File: config.mk
export PLATFORM = sky130hd
export DESIGN_NAME = clk_src_multi
export DESIGN_NICKNAME = d
export VERILOG_FILES = /design/src/rtl/clk_src_multi_pkg.sv /design/src/rtl/clk_src_ch.sv /design/src/rtl/clk_src_multi.sv
export SDC_FILE = /design/constraint.sdc
export NUM_CORES = 1
export LEC_CHECK = 0
export ABC_AREA = 1
export CAP_MARGIN = 30
export CORE_MARGIN = 2
export CORE_UTILIZATION = 30
export DETAILED_ROUTE_END_ITERATION = 10
export PLACE_DENSITY = 0.46
export SLEW_MARGIN = 10
export SYNTH_ARGS = -nofsm -noshare
export SYNTH_HDL_FRONTEND = slang
export SYNTH_SLANG_ARGS = --single-unit
File: constraint.sdc
create_clock -name clk -period 5.9 [get_ports clk]
set_input_delay 0.885 -clock clk [delete_from_list [all_inputs] [get_ports clk]]
set_output_delay 0.885 -clock clk [all_outputs]
set_load 0.05 [all_outputs]
File: src/rtl/clk_src_multi_pkg.sv
// Shared types for the multi-channel divided clock source.
package clk_src_multi_pkg;

  typedef enum logic [1:0] {
    ST_IDLE  = 2'd0,
    ST_DELAY = 2'd1,
    ST_RUN   = 2'd2,
    ST_STOP  = 2'd3
  } ch_state_e;

  // A programmed half-period of zero would never reach a toggle boundary, so it is clamped to this.
  localparam int unsigned MIN_HALF_PER = 1;

  function automatic logic state_is_active(input ch_state_e s);
    return s != ST_IDLE;
  endfunction

endpackage

File: src/rtl/clk_src_ch.sv
// One channel of clk_src_multi: start/stop FSM, half-period shadow, down-counter.
// Optional rising-edge counter when CLK_SRC_MULTI_EDGE_CNT_EN is defined.
module clk_src_ch
  import clk_src_multi_pkg::*;
#(
  parameter int unsigned CNT_W    = 16,
  parameter logic        INIT_VAL = 1'b0
) (
  input  logic             clk,
  input  logic             rst,
  input  logic             en,
  input  logic [CNT_W-1:0] half_per,
  input  logic [CNT_W-1:0] delay,
  output logic             clk_out,
  output logic             active,
  output logic [1:0]       state_dbg
`ifdef CLK_SRC_MULTI_EDGE_CNT_EN
  ,
  output logic [CNT_W-1:0] edge_cnt
`endif
);

  ch_state_e        state;
  ch_state_e        next_state;
  logic [CNT_W-1:0] cnt_q;
  logic [CNT_W-1:0] cnt_d;
  logic [CNT_W-1:0] hp_q;
  logic [CNT_W-1:0] hp_d;
  logic [CNT_W-1:0] hp_clamped;
  logic             clk_d;
  logic             boundary;

  assign hp_clamped = (half_per == '0) ? CNT_W'(MIN_HALF_PER) : half_per;
  // The counter is reloaded with values >= 1 only, so reaching 1 marks the last cycle of a phase.
  assign boundary   = (cnt_q == CNT_W'(1));
  assign state_dbg  = state;

  always_comb begin
    next_state = state;
    cnt_d      = cnt_q;
    hp_d       = hp_q;
    clk_d      = clk_out;
    case (state)
      ST_IDLE: begin
        if (en) begin
          hp_d = hp_clamped;
          if (delay != '0) begin
            next_state = ST_DELAY;
            cnt_d      = delay;
          end else begin
            next_state = ST_RUN;
            cnt_d      = hp_clamped;
          end
        end
      end
      ST_DELAY: begin
        if (!en) begin
          next_state = ST_IDLE;
          cnt_d      = '0;
        end else if (boundary) begin
          next_state = ST_RUN;
          cnt_d      = hp_q;
        end else begin
          cnt_d = cnt_q - CNT_W'(1);
        end
      end
      ST_RUN: begin
        if (!en && (clk_out == INIT_VAL)) begin
          next_state = ST_IDLE;
          cnt_d      = '0;
        end else if (boundary) begin
          clk_d = ~clk_out;
          cnt_d = hp_q;
          // Disabled on a boundary while away from the idle level: this toggle parks it.
          if (!en) begin
            next_state = ST_IDLE;
            cnt_d      = '0;
          end
        end else begin
          cnt_d = cnt_q - CNT_W'(1);
          if (!en) next_state = ST_STOP;
        end
      end
      ST_STOP: begin
        if (boundary) begin
          clk_d      = INIT_VAL;
          next_state = ST_IDLE;
          cnt_d      = '0;
        end else begin
          cnt_d = cnt_q - CNT_W'(1);
        end
      end
      default: begin
        next_state = ST_IDLE;
        cnt_d      = '0;
        clk_d      = INIT_VAL;
      end
    endcase
  end

  always_ff @(posedge clk or posedge rst) begin
    if (rst) begin
      state   <= ST_IDLE;
      cnt_q   <= '0;
      hp_q    <= '0;
      clk_out <= INIT_VAL;
      active  <= 1'b0;
    end else begin
      state   <= next_state;
      cnt_q   <= cnt_d;
      hp_q    <= hp_d;
      clk_out <= clk_d;
      active  <= state_is_active(next_state);
    end
  end

`ifdef CLK_SRC_MULTI_EDGE_CNT_EN
  logic             start;
  logic [CNT_W-1:0] edge_cnt_d;

  assign start = (state == ST_IDLE) && en;

  always_comb begin
    edge_cnt_d = edge_cnt;
    if (start) begin
      edge_cnt_d = '0;
    end else if (!clk_out && clk_d) begin
      edge_cnt_d = edge_cnt + CNT_W'(1);
    end
  end

  always_ff @(posedge clk or posedge rst) begin
    if (rst) begin
      edge_cnt <= '0;
    end else begin
      edge_cnt <= edge_cnt_d;
    end
  end
`endif

endmodule

File: src/rtl/clk_src_multi.sv
// NUM_CH independent divided clocks from one reference clock; channels are sliced off packed buses.
// Define CLK_SRC_MULTI_EDGE_CNT_EN to add the per-channel edge_cnt output.
module clk_src_multi
  import clk_src_multi_pkg::*;
#(
  parameter int unsigned       NUM_CH   = 4,
  parameter int unsigned       CNT_W    = 16,
  parameter logic [NUM_CH-1:0] INIT_VAL = {NUM_CH{1'b0}}
) (
  input  logic                    clk,
  input  logic                    rst,
  input  logic [NUM_CH-1:0]       en,
  input  logic [NUM_CH*CNT_W-1:0] half_per,
  input  logic [NUM_CH*CNT_W-1:0] delay,
  output logic [NUM_CH-1:0]       clk_out,
  output logic [NUM_CH-1:0]       active,
  output logic [2*NUM_CH-1:0]     ch_state
`ifdef CLK_SRC_MULTI_EDGE_CNT_EN
  ,
  output logic [NUM_CH*CNT_W-1:0] edge_cnt
`endif
);

  for (genvar i = 0; i < NUM_CH; i++) begin : g_ch
    clk_src_ch #(
      .CNT_W    (CNT_W),
      .INIT_VAL (INIT_VAL[i])
    ) u_ch (
      .clk       (clk),
      .rst       (rst),
      .en        (en[i]),
      .half_per  (half_per[i*CNT_W +: CNT_W]),
      .delay     (delay[i*CNT_W +: CNT_W]),
      .clk_out   (clk_out[i]),
      .active    (active[i]),
      .state_dbg (ch_state[2*i +: 2])
`ifdef CLK_SRC_MULTI_EDGE_CNT_EN
      ,
      .edge_cnt  (edge_cnt[i*CNT_W +: CNT_W])
`endif
    );
  end

endmodule

==> impl_metrics.tcl, run 1 <==
set metrics [dict create \
    status "complete, no violations" \
    design_area_mm2 0.0126 \
    clk_latency_ns 0.45 \
    hold_violations 0 \
    netlist.area_leader.share_pct 35.6 \
    path_class "in -> reg" \
    path_clk_slew_ns 0.07 \
    clkPwrFrac_pct 31.7 \
    synth_largest_area_cell "dfrtp_1" \
    critPathLaunchType "input pin" \
    async_reset_ff_share_pct 100 \
    yosys_warnings 0 \
    power.density_mw_per_mm2 301 \
    drv_cap 0 \
    period_needed_ns 3.10 \
    syn2layout_area_growth_pct 24.4 \
    place_ws_ns 2.33 \
    slew_headroom_pct 41.5 \
    synth_fa_ha_area_share_pct 0.990 \
    drtIter0Drc 629 \
    avgSynthCellArea_um2 6.49 \
    grtUsageTotal_pct 19.9 \
    drcViolationCount 0 \
    max_freq_mhz 322 \
    grtUsageMet3_pct 3.29 \
    critPathArrivalTime_ns 3.48 \
    chipHeight_um 188 \
    hp-class "reg -> reg" \
    ys_ff_latch 144 \
    cts_max_level 4 \
    rows 67 \
    core_area_mm2 0.0334 \
    synthSimpleGateAreaFrac_pct 42.1 \
    postRouteAntennaNets 0 \
    syn-instance-count 1559 \
    antenna_found_initial 1 \
    vias 10436 \
    power_mw 3.78 \
    dpl_cell_area_mm2 0.0120 \
    antenna_cells 0 \
    use_met2_pct 33.0 \
    synth_nets 1701 \
    final_common_cell "nand2_1" \
    p_leak_nw 6.08 \
    grt_use_met1_pct 27.0 \
    gp_congestion 0.838 \
    mostFrequentLayoutCells "nand2_1, nor2_1, inv_1" \
    setup_tns_ns 0 \
    gr-max-usage-layer "met2" \
    final_nets 1831 \
    slowest_delay_ns 0.55 \
    intPower_mw 2.36 \
    clk_path_buf_depth 2 \
    ys_seq_area_share_pct 35.6 \
    fin_crit_sh_pct 52.6 \
    path_max_fanout 30 \
    drt_pre_antenna_iters 5 \
    die-area_mm2 0.0352 \
    synth_enable_flop_cells 0 \
    ys.flop_type "dfrtp_1" \
    io_pins 150 \
    worst_pin_slew_ns 0.875 \
    drive_gt1_share_pct 5.58 \
    grt_setup_unrepaired "no" \
    die_w_um 188 \
    numCtsBuffers 17 \
    ys_types 40 \
    cp-end-kind "register" \
    slowest_stage "nand2_1" \
    dp_hpwl_um 25400 \
    root_buffer "clkbuf_16" \
    synthMuxAreaShare_pct 0 \
    grt_pass1_wl_um 56000 \
    cts_tree "built" \
    grt_max_degree 85 \
    worstPathRequired_ns 6.28 \
    fin_worst_skew_ns 0.0115 \
    switching_share_pct 37.5 \
    irDropWorstVdd_v 0.000213 \
    setup_viol 0 \
    cp_cell_sequence "clkdlybuf4s50_1 -> buf_4 -> nand2_1 -> inv_2 -> nand3_1 -> inv_1 -> a22oi_1 -> nand3_1" \
    switchingPower_mw 1.42 \
    ctsHoldBuffers 0 \
    seqPwrFrac_pct 37.2 \
    grt_pass1_vias 10463 \
    fin_util_pct 37.7 \
    post_drt_via_cell_ratio 4.85 \
    cp_common_cell "nand3_1" \
    cts_sinks 144 \
    synth_compound_area_share_pct 8.28 \
    postCtsSetupRepairBufs 0 \
    wl_per_cell_um 15.9 \
    p_comb_share_pct 31.1 \
    fin_ws_ns 2.80 \
    synth_area_leaders "dfrtp_1, nand2_1, nor2_1, nand3_1, inv_1" \
    port_buffers 149 \
    cts_resized 0 \
    start_util_pct 30.3 \
    synthXorXnorAreaFrac_pct 2.25 \
    overflow 0 \
    finalMaxSlewViolations 0 \
    synth_top_family_by_area "simple AND/OR/NAND/NOR gates" \
    wl_um 34300 \
    fillers 3719 \
    netlist_area_mm2 0.0101 \
]
## path summary, 6_finish.rpt
path	depth (start not counted)	end	slack [ns]	start
setup reg to reg	7	g_ch[1].u_ch.cnt_q[1]	3.24	g_ch[1].u_ch.state_dbg[1]
max in group asynchronous	3	g_ch[2].u_ch.hp_q[15]	3.85	rst
hold / removal	2	g_ch[3].u_ch.hp_q[2]	0.48	g_ch[3].u_ch.hp_q[2]
min in group asynchronous	2	g_ch[1].u_ch.clk_out	0.92	rst
setup / recovery	8	g_ch[1].u_ch.cnt_q[1]	2.80	en[1]
hold reg to reg	2	g_ch[3].u_ch.hp_q[2]	0.48	g_ch[3].u_ch.hp_q[2]
## power by group through the flow
| stage | clock network (mW) | logic (mW) | registers (mW) |
|---|---|---|---|
| 4_1_cts | 1.22 | 1.18 | 1.41 |
| 6_report | 1.20 | 1.18 | 1.41 |
| 3_3_place_gp | 0 | 1.17 | 1.43 |
| 5_1_grt | 1.27 | 1.34 | 1.44 |
| 2_1_floorplan | 0 | 0.829 | 1.38 |
| 3_5_place_dp | 0 | 1.17 | 1.42 |
## layout make-up
cell class	count	area (um2)	share of cell area, %
Timing Repair Buffer	153	1520	12.1
Clock buffer	18	439	3.49
Multi-Input combinational cell	1150	5420	43.1
Clock inverter	14	189	1.50
Tap cell	448	561	4.46
Inverter	223	842	6.69
Sequential cell	144	3600	28.6
## routing by layer
layer  part of all wire, %  wire length, um
met5                     0                0
met3                   4.9             1690
met1                    47            16200
met4                   1.1              382
met2                    47            16000
## critical path, delay by kind of cell
kind	cells	cell delay [ns]
AO/OA/AOI/OAI	1	0.10
AND/OR/NAND/NOR	3	1.16
buffers and inverters	4	1.33
## cell usage after synthesis (3+ instances only)
cell,count
nor2_4,8
o21ai_1,5
buf_4,14
nand3b_1,4
inv_1,206
buf_6,3
dfrtp_1,144
nand4_1,72
o21ai_0,95
o211ai_1,3
nand2_2,17
nor2_1,235
clkinv_1,5
nor4_1,6
nand2_1,407
inv_2,12
or2_2,3
ha_1,8
nand3_1,157
or2_0,10
o22ai_1,20
nor3b_1,4
xnor2_1,3
buf_2,13
clkbuf_1,12
nor3_1,15
xor2_1,23
nor2_2,13
a21oi_1,26
## sequential cells by signal (all words and copies together), names as in the netlist
register / count
g_ch.u_ch.clk_out: 4
g_ch.u_ch.hp_q: 64
g_ch.u_ch.state_dbg: 8
g_ch.u_ch.cnt_q: 64
g_ch.u_ch.active: 4
## stage by stage
| step | instances | hold WS (ns) |
|---|---|---|
| after floorplan | 1559 | 0.442 |
| after global placement | 2118 | 0.460 |
| after detailed placement | 2118 | 0.466 |
| after CTS | 2150 | 0.483 |
| after global routing | 2150 | 0.502 |
| final | 2150 | 0.480 |
## kinds of logic after synthesis
group           Yosys count
compound gates          157
xor+xnor                 26
fa+ha+maj                 8
buf+inv                 265
flops                   144
simple gates            959
(Power assumes the default switching activity.)
==> run 2, diff against run 1 <==
==> constraint.sdc (replaced) <==
create_clock -name clk -period 3 [get_ports clk]
set_input_delay 0.45 -clock clk [delete_from_list [all_inputs] [get_ports clk]]
set_output_delay 0.45 -clock clk [all_outputs]
set_load 0.05 [all_outputs]
==> run 2 against run 1 <==
  * Die area did not move
  * Critical endpoint is now ch_state[5]
  * Register-to-register slack got worse by 2.3 ns
  * Largest power group unchanged
  * Combinational power up 97%
  * Power grew 100%
  * Utilization increased by 0.50 points
  * Clock skew is 0.0010 ns lower
  * Global-route usage is essentially flat
  * Worst setup slack worse by 2.1 ns
  * Critical path type is now reg -> out
  * Sequential share of layout area shrank 0.37 points
==> impl_metrics.tcl, run 2 (synthesis gave the netlist of run 1 again) <==
set metrics [dict create \
    design_area_mm2 0.0127 \
    overflow 0 \
    seq_area_mm2 0.00360 \
    core_area_mm2 0.0334 \
    critPathArrivalTime_ns 1.88 \
    clkPwrFrac_pct 33.3 \
    crit_family "buffers and inverters" \
    dp_hpwl_um 25400 \
    cts_sinks 144 \
    finalMaxSlewViolations 0 \
    port_buffers 149 \
    chipHeight_um 188 \
    wl_met3_um 1320 \
    switchingPower_mw 2.74 \
    period_needed_ns 2.33 \
    max_freq_mhz 429 \
    power.density_mw_per_mm2 600 \
    root_buffer "clkbuf_16" \
    grt_max_degree 80 \
    die-area_mm2 0.0352 \
    hp-class "reg -> reg" \
    setup_tns_ns 0 \
    wl_per_cell_um 15.9 \
    path_clk_slew_ns 0.06 \
    multi_input_area_mm2 0.00542 \
    drt_pre_antenna_iters 4 \
    rows 67 \
    drtIter0Drc 556 \
    p_comb_share_pct 30.4 \
    slowest_delay_ns 0.88 \
    dpl_cell_area_mm2 0.0121 \
    status "complete, no violations" \
    critPathLaunchType "register" \
    final_common_cell "nand2_1" \
    intPower_mw 4.90 \
    fillers 3694 \
    final_nets 1842 \
    cp-end-kind "primary output" \
    cp_cell_sequence "clkdlybuf4s50_1" \
    p_leak_nw 6.17 \
    place_ws_ns 0.537 \
    grt_pass1_wl_um 55700 \
    drt-met1-wl_um 16800 \
    start_util_pct 30.3 \
    wl_um 34400 \
    io_pins 150 \
    switching_share_pct 35.9 \
    slew_headroom_pct 53.4 \
    setup_viol 0 \
    cts_resized 0 \
    numCtsBuffers 17 \
    irDropWorstVdd_v 0.000406 \
    drive_gt1_share_pct 6.13 \
    die_w_um 188 \
    worstPathRequired_ns 2.55 \
    clk_latency_ns 0.44 \
    mostFrequentLayoutCells "nand2_1, nor2_1, inv_1" \
    grt_setup_unrepaired "no" \
    post_drt_via_cell_ratio 4.83 \
    syn2layout_area_growth_pct 26.0 \
    wl_met2_um 15800 \
    antenna_cells 0 \
    cts_max_level 4 \
    path_max_fanout 8 \
    drv_cap 0 \
    postCtsSetupRepairBufs 0 \
    ctsHoldBuffers 0 \
    gp_congestion 0.864 \
    drcViolationCount 0 \
    clk_path_buf_depth 2 \
    fin_ws_ns 0.670 \
    highest_layer "met4" \
    grt_pass1_vias 10351 \
    vias 10438 \
    seqPwrFrac_pct 36.3 \
    cts_tree "built" \
    hold_violations 0 \
    fin_util_pct 38.2 \
    postRouteAntennaNets 0 \
    slowest_stage "clkdlybuf4s50_1" \
    fin_crit_sh_pct 77.7 \
    fin_worst_skew_ns 0.0105 \
    worst_pin_slew_ns 0.698 \
    cp_num_buf_inv 1 \
    path_class "reg -> out" \
    grtUsageTotal_pct 19.9 \
    antenna_found_initial 0 \
]
-- run 2: cell type report --
cell class / count / area share, %
repair buffers: 164 / 12.8
flip-flops and latches: 144 / 28.3
inverters: 223 / 6.60
clock buffers: 22 / 3.80
multi-input cells: 1150 / 42.6
clock inverters: 10 / 1.60
well taps: 448 / 4.40
-- run 2: through the flow --
stage               power (mW)  std cells  hold WS [ns]
detailed placement        5.11       2129         0.466
CTS                       7.72       2161         0.482
global route              8.18       2161         0.502
global placement          5.11       2129         0.461
floorplan                 4.35       1559         0.442
finish                    7.64       2161         0.477
-- run 2: routing by layer --
metal	vias up	global-route usage [%]
met5	-	0
met1	4887	27.4
li1	5284	-
met3	28	3.44
met4	0	5.42
met2	239	32.1
-- run 2: worst paths after layout --
kind	end	startpoint	slack, ns	cells past startpoint
hold reg to reg	g_ch[2].u_ch.hp_q[1]	g_ch[2].u_ch.hp_q[1]	0.48	2
setup / recovery	ch_state[5]	g_ch[2].u_ch.state_dbg[1]	0.67	1
min in group asynchronous	g_ch[0].u_ch.hp_q[8]	rst	0.49	3
hold / removal	g_ch[2].u_ch.hp_q[1]	g_ch[2].u_ch.hp_q[1]	0.48	2
setup reg to reg	g_ch[2].u_ch.cnt_q[8]	g_ch[2].u_ch.cnt_q[1]	0.90	9
max in group asynchronous	g_ch[3].u_ch.hp_q[6]	rst	2.06	3
-- run 2: worst min-delay path, stage by stage (launching register included) --
cell	delay, ns
dfrtp_1	0.34
nand2_1	0.05
nand2_1	0.05
-- run 2: power by group through the flow --
stage	combinational [mW]	sequential, mW	clock [mW]
floorplan	1.63	2.72	0
finish	2.32	2.78	2.55
CTS	2.33	2.77	2.62
detailed placement	2.32	2.80	0
global route	2.66	2.84	2.68
global placement	2.30	2.80	0
==> run 3, diff against run 2 <==
--- a/config.mk
+++ b/config.mk
@@ -10,7 +10,7 @@
 export CORE_MARGIN = 2
 export CORE_UTILIZATION = 30
 export DETAILED_ROUTE_END_ITERATION = 10
-export PLACE_DENSITY = 0.46
+export PLACE_DENSITY = 0.48
 export SLEW_MARGIN = 10
 export SYNTH_ARGS = -nofsm -noshare
 export SYNTH_HDL_FRONTEND = slang
==> constraint.sdc (replaced) <==
create_clock -name clk -period 2.1 [get_ports clk]
set_input_delay 0.315 -clock clk [delete_from_list [all_inputs] [get_ports clk]]
set_output_delay 0.315 -clock clk [all_outputs]
set_load 0.05 [all_outputs]
==> run 3 against run 2 <==
  * Via count increased by 2.4%
  * Sequential cell count unchanged
  * Global-route usage increased by 0.21 points
  * Critical path type unchanged
  * Critical endpoint is now clk_out[2]
==> impl_metrics.tcl, run 3 (synthesis gave the netlist of run 1 again) <==
set metrics [dict create \
    mostFrequentLayoutCells "nand2_1, nor2_1, inv_1" \
    critPathLaunchType "register" \
    syn2layout_area_growth_pct 29.6 \
    worst_pin_slew_ns 0.624 \
    switching_share_pct 38.0 \
    p_comb_share_pct 32.7 \
    rows 67 \
    wl_um 34400 \
    drv_cap 0 \
    crit_start "g_ch[2].u_ch.clk_out" \
    gp_congestion 0.888 \
    cts_max_level 4 \
    core_area_mm2 0.0334 \
    grt_pass1_vias 10668 \
    period_needed_ns 2.01 \
    ctsHoldBuffers 0 \
    vias 10690 \
    grt_max_degree 31 \
    power_mw 10.6 \
    antenna_found_initial 0 \
    post_drt_via_cell_ratio 4.82 \
    port_buffers 149 \
    drt_pre_antenna_iters 5 \
    grt_pass1_wl_um 56600 \
    start_util_pct 30.3 \
    path_clk_slew_ns 0.06 \
    intPower_mw 6.56 \
    slew_headroom_pct 58.2 \
    seqPwrFrac_pct 37.5 \
    fin_util_pct 39.3 \
    final_common_cell "nand2_1" \
    path_max_fanout 4 \
    cp_cell_sequence "clkdlybuf4s50_1" \
    postRouteAntennaNets 0 \
    fillers 3639 \
    irDropWorstVdd_v 0.000573 \
    chipHeight_um 188 \
    clkPwrFrac_pct 29.8 \
    max_freq_mhz 499 \
    drcViolationCount 0 \
    cts_sinks 144 \
    slowest_delay_ns 0.85 \
    hold_violations 0 \
    slowest_stage "clkdlybuf4s50_1" \
    status "complete, no violations" \
    multi_input_area_mm2 0.00542 \
    power.density_mw_per_mm2 807 \
    fin_worst_skew_ns 0.00637 \
    cts_tree "built" \
    numCtsBuffers 17 \
    drive_gt1_share_pct 9.16 \
    p_leak_nw 6.41 \
    antenna_cells 0 \
    switchingPower_mw 4.02 \
    seq_area_mm2 0.00360 \
    cp_num_buf_inv 1 \
    finalMaxSlewViolations 0 \
    r2r_start "g_ch[3].u_ch.cnt_q[1]" \
    overflow 0 \
    fin_crit_sh_pct 95.5 \
    io_pins 150 \
    grt_setup_unrepaired "no" \
    wl_per_cell_um 15.5 \
    critPathArrivalTime_ns 1.69 \
    crit_family "buffers and inverters" \
    die_w_um 188 \
    dp_hpwl_um 26500 \
    cp-end-kind "primary output" \
    path_class "reg -> out" \
    die-area_mm2 0.0352 \
    root_buffer "clkbuf_16" \
    setup_viol 0 \
    clk_latency_ns 0.44 \
    grtUsageTotal_pct 20.1 \
    hp-class "in -> async" \
    worstPathRequired_ns 1.78 \
    final_nets 1897 \
    drtIter0Drc 584 \
    clk_path_buf_depth 2 \
]
-- run 3: cell types whose count changed in the layout (fill, tap and decap cells not counted), sizes merged --
cell           previous run  this run
dlymetal6s2s              0         2
inv                     217       218
bufinv                    6         2
buf                      15        72
dlygate4sd2               0         4
clkdlybuf4s50           149       141
clkinv                    9         7
clkbuf                   22        20
clkinvlp                  1         8
-- run 3: metrics by stage --
stage | hold WS, ns | cells | worst slack [ns] | area [um2] | TNS [ns]
2_1_floorplan | 0.425 | 1559 | -0.0200 | 10100 | -2.89
6_report | 0.273 | 2216 | 0.0942 | 13100 | 0
5_1_grt | 0.303 | 2216 | 0.0260 | 13100 | 0
3_5_place_dp | 0.466 | 2184 | 0.0462 | 12500 | 0
4_1_cts | 0.278 | 2216 | 0.0190 | 13100 | 0
3_3_place_gp | 0.461 | 2184 | 0.112 | 12500 | 0
-- run 3: cell type report --
type	instances	area share, %
multi-input cells	1150	41.4
clock buffers	20	3.48
repair buffers	219	15.9
inverters	223	6.41
well taps	448	4.28
clock inverters	12	1.03
flip-flops and latches	144	27.5
-- run 3: repair_timing --
| action | in CTS | in global routing |
|---|---|---|
| hold endpoints to repair | 0 | 0 |
| setup buffers | 0 | 0 |
| endpoints found under the setup margin | 4 | 2 |
| cloned | 0 | 0 |
| gates resized for setup | 4 | 2 |
-- run 3: power by group through the flow --
stage	Combinational (mW)	Sequential, mW	Clock [mW]
floorplan	2.33	3.88	0
global placement	3.44	4.01	0
detailed placement	3.46	4.01	0
CTS	3.47	3.96	3.24
global route	3.97	4.06	3.38
finish	3.46	3.97	3.16
-- run 3: final timing paths --
check / end / slack [ns] / cells past startpoint
min: g_ch[0].u_ch.hp_q[5] / 0.27 / 2
max reg2reg: g_ch[3].u_ch.cnt_q[4] / 0.24 / 9
min reg2reg: g_ch[1].u_ch.hp_q[14] / 0.48 / 2
max in group asynchronous: g_ch[2].u_ch.cnt_q[13] / 1.28 / 3
min in group clk: g_ch[0].u_ch.hp_q[10] / 0.47 / 3
max: clk_out[2] / 0.09 / 1
-- run 3: metal layers --
layer / routed length (um) / vias to the layer above / GRT usage (%)
met5: 0 / - / 0
met4: 487 / 0 / 5.24
met3: 1600 / 39 / 3.71
met2: 15900 / 275 / 32.8
met1: 16400 / 4994 / 27.3
li1: - / 5382 / -
